[src/rtl/serial_byte_assembler_pkg.sv]
// Shared definitions for the serial byte assembler: state encoding and default word width.
// The downstream register's bench reuses SBA_WIDTH.
package serial_byte_assembler_pkg;
    localparam int SBA_WIDTH = 8;

    localparam logic [1:0] SBA_ST_IDLE   = 2'd0;
    localparam logic [1:0] SBA_ST_SHIFT  = 2'd1;
    localparam logic [1:0] SBA_ST_PARITY = 2'd2;
    localparam logic [1:0] SBA_ST_HOLD   = 2'd3;

    typedef enum logic [1:0] {
        IDLE   = SBA_ST_IDLE,
        SHIFT  = SBA_ST_SHIFT,
        PARITY = SBA_ST_PARITY,
        HOLD   = SBA_ST_HOLD
    } sba_state_e;
endpackage

[src/rtl/sba_shift_unit.sv]
// Shift register, bit counter and running data parity for the serial byte assembler.
// Priority of controls: clear, then load (new frame), then shift.
module sba_shift_unit #(
    parameter int WIDTH     = 8,
    parameter bit MSB_FIRST = 1'b1,
    parameter int CNT_W     = $clog2(WIDTH + 1)
) (
    input  logic             clk,
    input  logic             reset,
    input  logic             clear,
    input  logic             load,
    input  logic             shift,
    input  logic             bit_in,
    output logic [WIDTH-1:0] sreg,
    output logic [WIDTH-1:0] word_nxt,
    output logic [CNT_W-1:0] cnt,
    output logic             par
);
    logic [WIDTH-1:0] sreg_q, sreg_d;
    logic [CNT_W-1:0] cnt_q, cnt_d;
    logic             par_q, par_d;

    always_comb begin
        // Value the register would take if bit_in were shifted in this cycle.
        word_nxt = MSB_FIRST ? {sreg_q[WIDTH-2:0], bit_in} : {bit_in, sreg_q[WIDTH-1:1]};
        sreg_d   = sreg_q;
        cnt_d    = cnt_q;
        par_d    = par_q;
        if (clear) begin
            sreg_d = '0;
            cnt_d  = '0;
            par_d  = 1'b0;
        end else if (load) begin
            sreg_d = MSB_FIRST ? {{(WIDTH-1){1'b0}}, bit_in} : {bit_in, {(WIDTH-1){1'b0}}};
            cnt_d  = CNT_W'(1);
            par_d  = bit_in;
        end else if (shift) begin
            sreg_d = word_nxt;
            cnt_d  = cnt_q + CNT_W'(1);
            par_d  = par_q ^ bit_in;
        end
    end

    always_ff @(posedge clk or posedge reset) begin
        if (reset) begin
            sreg_q <= '0;
            cnt_q  <= '0;
            par_q  <= 1'b0;
        end else begin
            sreg_q <= sreg_d;
            cnt_q  <= cnt_d;
            par_q  <= par_d;
        end
    end

    assign sreg = sreg_q;
    assign cnt  = cnt_q;
    assign par  = par_q;
endmodule

[src/rtl/serial_byte_assembler.sv]
// Deserializes a framed serial bit stream into WIDTH-bit words on a valid/ready interface.
// Define SERIAL_BYTE_ASSEMBLER_PARITY_EN to add a trailing even-parity bit per frame.
module serial_byte_assembler
    import serial_byte_assembler_pkg::*;
#(
    parameter int WIDTH     = SBA_WIDTH,
    parameter bit MSB_FIRST = 1'b1
) (
    input  logic             clk,
    input  logic             reset,
    input  logic             ser_in,
    input  logic             ser_valid,
    input  logic             frame_start,
    output logic [WIDTH-1:0] byte_out,
    output logic             byte_valid,
    input  logic             byte_ready,
    output logic             overrun,
    output logic             parity_err
);
    localparam int               CNT_W = $clog2(WIDTH + 1);
    localparam logic [CNT_W-1:0] LAST  = CNT_W'(WIDTH - 1);

    sba_state_e       state_q, state_d;
    logic [WIDTH-1:0] byte_out_q, byte_out_d;
    logic             byte_valid_q, byte_valid_d;
    logic             overrun_q, overrun_d;
    logic             su_clear, su_load, su_shift, start;
    logic [WIDTH-1:0] sreg, word_nxt;
    logic [CNT_W-1:0] cnt;
    logic             par;
`ifdef SERIAL_BYTE_ASSEMBLER_PARITY_EN
    logic             parity_err_q, parity_err_d;
`endif

    sba_shift_unit #(.WIDTH(WIDTH), .MSB_FIRST(MSB_FIRST), .CNT_W(CNT_W)) u_shift (
        .clk(clk), .reset(reset), .clear(su_clear), .load(su_load), .shift(su_shift),
        .bit_in(ser_in), .sreg(sreg), .word_nxt(word_nxt), .cnt(cnt), .par(par)
    );

    always_comb begin
        state_d      = state_q;
        byte_out_d   = byte_out_q;
        byte_valid_d = byte_valid_q;
        overrun_d    = 1'b0;
`ifdef SERIAL_BYTE_ASSEMBLER_PARITY_EN
        parity_err_d = 1'b0;
`endif
        su_clear     = 1'b0;
        su_load      = 1'b0;
        su_shift     = 1'b0;
        start        = ser_valid && frame_start;
        case (state_q)
            IDLE: if (start) begin
                su_load = 1'b1;
                state_d = SHIFT;
            end
            SHIFT: if (start) begin
                su_load = 1'b1;
            end else if (ser_valid) begin
                if (cnt == LAST) begin
`ifdef SERIAL_BYTE_ASSEMBLER_PARITY_EN
                    su_shift = 1'b1;
                    state_d  = PARITY;
`else
                    byte_out_d   = word_nxt;
                    byte_valid_d = 1'b1;
                    su_clear     = 1'b1;
                    state_d      = HOLD;
`endif
                end else begin
                    su_shift = 1'b1;
                end
            end
`ifdef SERIAL_BYTE_ASSEMBLER_PARITY_EN
            PARITY: if (start) begin
                su_load = 1'b1;
                state_d = SHIFT;
            end else if (ser_valid) begin
                // Data is complete in sreg; this bit is parity only.
                byte_out_d   = sreg;
                byte_valid_d = 1'b1;
                parity_err_d = par ^ ser_in;
                su_clear     = 1'b1;
                state_d      = HOLD;
            end
`endif
            HOLD: if (byte_ready) begin
                byte_valid_d = 1'b0;
                if (start) begin
                    su_load = 1'b1;
                    state_d = SHIFT;
                end else begin
                    state_d = IDLE;
                end
            end else if (ser_valid) begin
                overrun_d = 1'b1;
            end
            default: state_d = IDLE;
        endcase
    end

    always_ff @(posedge clk or posedge reset) begin
        if (reset) begin
            state_q      <= IDLE;
            byte_out_q   <= '0;
            byte_valid_q <= 1'b0;
            overrun_q    <= 1'b0;
`ifdef SERIAL_BYTE_ASSEMBLER_PARITY_EN
            parity_err_q <= 1'b0;
`endif
        end else begin
            state_q      <= state_d;
            byte_out_q   <= byte_out_d;
            byte_valid_q <= byte_valid_d;
            overrun_q    <= overrun_d;
`ifdef SERIAL_BYTE_ASSEMBLER_PARITY_EN
            parity_err_q <= parity_err_d;
`endif
        end
    end

    // Not every shift-unit output is consumed in every build.
    logic unused_su;
    assign unused_su = ^{sreg, word_nxt, par};

    assign byte_out   = byte_out_q;
    assign byte_valid = byte_valid_q;
    assign overrun    = overrun_q;
`ifdef SERIAL_BYTE_ASSEMBLER_PARITY_EN
    assign parity_err = parity_err_q;
`else
    assign parity_err = 1'b0;
`endif
endmodule

[config.mk]
export PLATFORM = sky130hd
export DESIGN_NAME = serial_byte_assembler
export DESIGN_NICKNAME = d
export VERILOG_FILES = /design/src/rtl/serial_byte_assembler_pkg.sv /design/src/rtl/sba_shift_unit.sv /design/src/rtl/serial_byte_assembler.sv
export SDC_FILE = /design/constraint.sdc
export NUM_CORES = 1
export LEC_CHECK = 0
export ABC_AREA = 1
export BUFFER_PORTS_ARGS = -buffer_cell sky130_fd_sc_hd__buf_4
export CORE_MARGIN = 2
export CORE_UTILIZATION = 59
export CTS_CLUSTER_DIAMETER = 30
export DETAILED_ROUTE_END_ITERATION = 8
export PLACE_DENSITY = 0.89
export SETUP_SLACK_MARGIN = 0.05
export SYNTH_ARGS = -nofsm -noshare
export SYNTH_HDL_FRONTEND = slang
export SYNTH_SLANG_ARGS = --single-unit
export TNS_END_PERCENT = 5
[constraint.sdc]
create_clock -name clk -period 3.8 [get_ports clk]
set_input_delay 0.38 -clock clk [delete_from_list [all_inputs] [get_ports clk]]
set_output_delay 0.38 -clock clk [all_outputs]
set_load 0.03 [all_outputs]
==> results.py <==
metrics = {
    "outcome": {
        "status": "completed",
    },
    "timing": {
        "final-setup-viol-count": 0,
        "timing.final.crit_period_ns": 1.47,
        "finalCritPeriodShare": 0.388,
        "maxClockFrequency_ghz": 0.679,
        "hold_worst_slack_ns": 0.220,
        "final.setup_skew_ns": 0.00607,
        "final_hold_viol_count": 0,
        "final-max-slew-violation-count": 0,
        "rsz_0062_raised_after_global_routing": "no",
        "post-route-worst-setup-slack_ns": 2.33,
        "max_slew_margin": 0.444,
        "worstMarginPinSlew_ns": 0.833,
        "final_layout_setup_total_negative_slack_ns": 0,
    },
    "final_layout": {
        "layout_commonest_cell": "sky130_fd_sc_hd__nand2_1",
        "layout.cells.most_common_list": "53 x sky130_fd_sc_hd__nand2_1, 23 x sky130_fd_sc_hd__dfrtp_1, 17 x sky130_fd_sc_hd__nand3_1",
        "layout.core_utilization": 0.723,
        "drive_above_1_share": 0.205,
        "final_design_area_no_fill_um2": 1280,
        "finalNetCount": 159,
        "antennaDiodeCount": 0,
        "layout.cells.non_filler": 176,
        "areaGrowthSynthToFinish_pct": 13.0,
    },
    "placed_design": {
        "dp_hpwl_um": 1620,
        "port_buffers": 15,
        "dp_worst_setup_slack_ns": 2.34,
        "area_after_detailed_placement_um2": 1250,
        "gp_congestion": 0.869,
        "dp.cells": 172,
    },
    "global_routing": {
        "globalRouteTotalUtil": 0.232,
        "grt_antenna_before_repair": 0,
        "grt_util_met1": 0.289,
        "grt_pass1_vias": 878,
        "grt-busiest-layer": "met2",
        "globalRouteMet3Util": 0.0566,
        "grt_start_max_net_pins": 24,
        "groute.layer.met2.usage": 0.392,
        "grt_first_pass_wirelength_um": 3580,
        "globalRouteOverflowTotal": 0,
    },
    "clock_network": {
        "clk_pin_slew_ns": 0.12,
        "cts.root.buffer_cell": "sky130_fd_sc_hd__clkbuf_4",
        "postCtsHoldBufs": 0,
        "cts_buffers": 3,
        "cts_tree": "done",
        "post_cts_buffers": 0,
        "clkSinkCount": 23,
        "cts-htree-levels": 1,
        "worstSkewPairLatency_ns": 0.31,
        "post_cts_resized": 0,
        "ctsLongestPathBuffers": 2,
    },
    "yosys": {
        "synth_area_um2": 1130,
        "seq_area_frac_synth": 0.509,
        "synthesis.instances": 135,
        "post_synth_num_cell_types": 19,
        "syn-num-nets": 142,
        "avgSynthCellArea_um2": 8.37,
        "synth_seq_cells": 23,
        "synth-warning-count": 0,
    },
    "die": {
        "die_w_um": 47.8,
        "placeable_core_region_um2": 1760,
        "die_extent_in_y_um": 47.8,
        "dieArea_um2": 2280,
        "floorplan.initialDensity": 0.640,
        "io_pins": 17,
        "std_cell_rows": 15,
    },
    "worst_setup_path": {
        "worstPathMaxFanout": 13,
        "worstSetupStartpointType": "register",
        "critical_path_arrival_ns": 1.68,
        "worst_ep_required_time_ns": 4.01,
        "critPathCaptureType": "register",
        "critical_path_class": "register to register",
    },
    "power": {
        "clock_power_share": 0.199,
        "ir_drop_mv": 0.346,
        "p_int_mw": 0.363,
        "logic_pwr_share": 0.260,
        "total_leakage_power_nw": 0.757,
        "powerDensity_nw_per_um2": 441,
        "p_switching_mw": 0.201,
        "power.total_mw": 0.563,
        "switching_share": 0.356,
        "power.share.sequential": 0.542,
    },
    "drt": {
        "remaining_drc_errors": 0,
        "viasPerCell": 5.32,
        "route.vias.total": 937,
        "drt_first_iter_violations": 32,
        "detail-route-antenna-nets": 0,
        "drt-total-wl_um": 2180,
        "drt_pre_antenna_iters": 4,
        "routed_wire_length_per_instance_um": 12.4,
    },
    "job": {
        "max_cap_violations": 0,
    },
    "min_path": {
        "min_path_type": "input pin to asynchronous set/reset pin",
    },
}
-- layer usage --
metal,up-vias,part of all wire
met3,4,0.052
met1,439,0.42
met2,29,0.52
met5,-,0
met4,0,0.0087
li1,465,-
-- synth_stat cells, drive strengths merged --
cell type / count / area (µm²)
nand4: 8 / 50.1
inv: 12 / 45.0
nand3: 18 / 103
buf: 3 / 23.8
a21oi: 1 / 5.00
ha: 1 / 12.5
nand2: 58 / 235
conb: 1 / 3.75
nor2: 5 / 51.3
o21ai: 4 / 20.0
clkinv: 1 / 5.00
dfrtp: 23 / 576
-- state kept, by name, indices dropped and copies added (netlist names) --
name,cells
byte_out,8
u_shift.sreg,7
u_shift.cnt,4
state_q,2
overrun,1
byte_valid,1
-- kinds of logic (layout without fill, tap and decap cells) --
group | count (synthesis) | count (layout) | synth area share
AND/OR/NAND/NOR | 89 | 89 | 0.389
flip-flops | 23 | 23 | 0.509
buffers and inverters | 16 | 32 | 0.0653
AO/OA/AOI/OAI | 5 | 5 | 0.0221
adder cells (fa/ha/maj) | 1 | 1 | 0.0111
other | 1 | 1 | 0.00332
-- power by group through the flow --
stage | clock [mW] | sequential (mW) | combinational, mW
5_1_grt | 0.126 | 0.310 | 0.170
3_5_place_dp | 0 | 0.309 | 0.145
2_1_floorplan | 0 | 0.309 | 0.108
6_report | 0.112 | 0.305 | 0.146
3_3_place_gp | 0 | 0.308 | 0.138
4_1_cts | 0.114 | 0.305 | 0.147
-- critical path, stage by stage (launching register included) --
cell and delay, ns:
sky130_fd_sc_hd__dfrtp_1 0.44, sky130_fd_sc_hd__ha_1 0.25, sky130_fd_sc_hd__nand3_4 0.18, sky130_fd_sc_hd__nor2_8 0.20, sky130_fd_sc_hd__nand2_4 0.13, sky130_fd_sc_hd__nand3_1 0.11
sky130_fd_sc_hd__nand2_1 0.06
-- cell type report --
type	count	area, µm²
fillers	128	488
inverters	13	50.0
clock buffers	4	26.3
multi-input cells	96	480
well taps	25	31.3
flip-flops and latches	23	576
repair buffers	15	113
-- worst paths after layout --
kind,startpoint,end,slack [ns],cells after the start
max in group asynchronous,reset,u_shift.cnt[1],3.06,2
worst max-delay path,u_shift.cnt[0],u_shift.cnt[3],2.33,6
min in group clk,ser_in,u_shift.sreg[0],0.30,3
worst min register to register,byte_out[2],byte_out[2],0.49,2
worst min-delay path,reset,byte_out[5],0.22,2
worst max register to register,u_shift.cnt[0],u_shift.cnt[3],2.33,6
No activity file was read; power rests on OpenSTA's default activity.
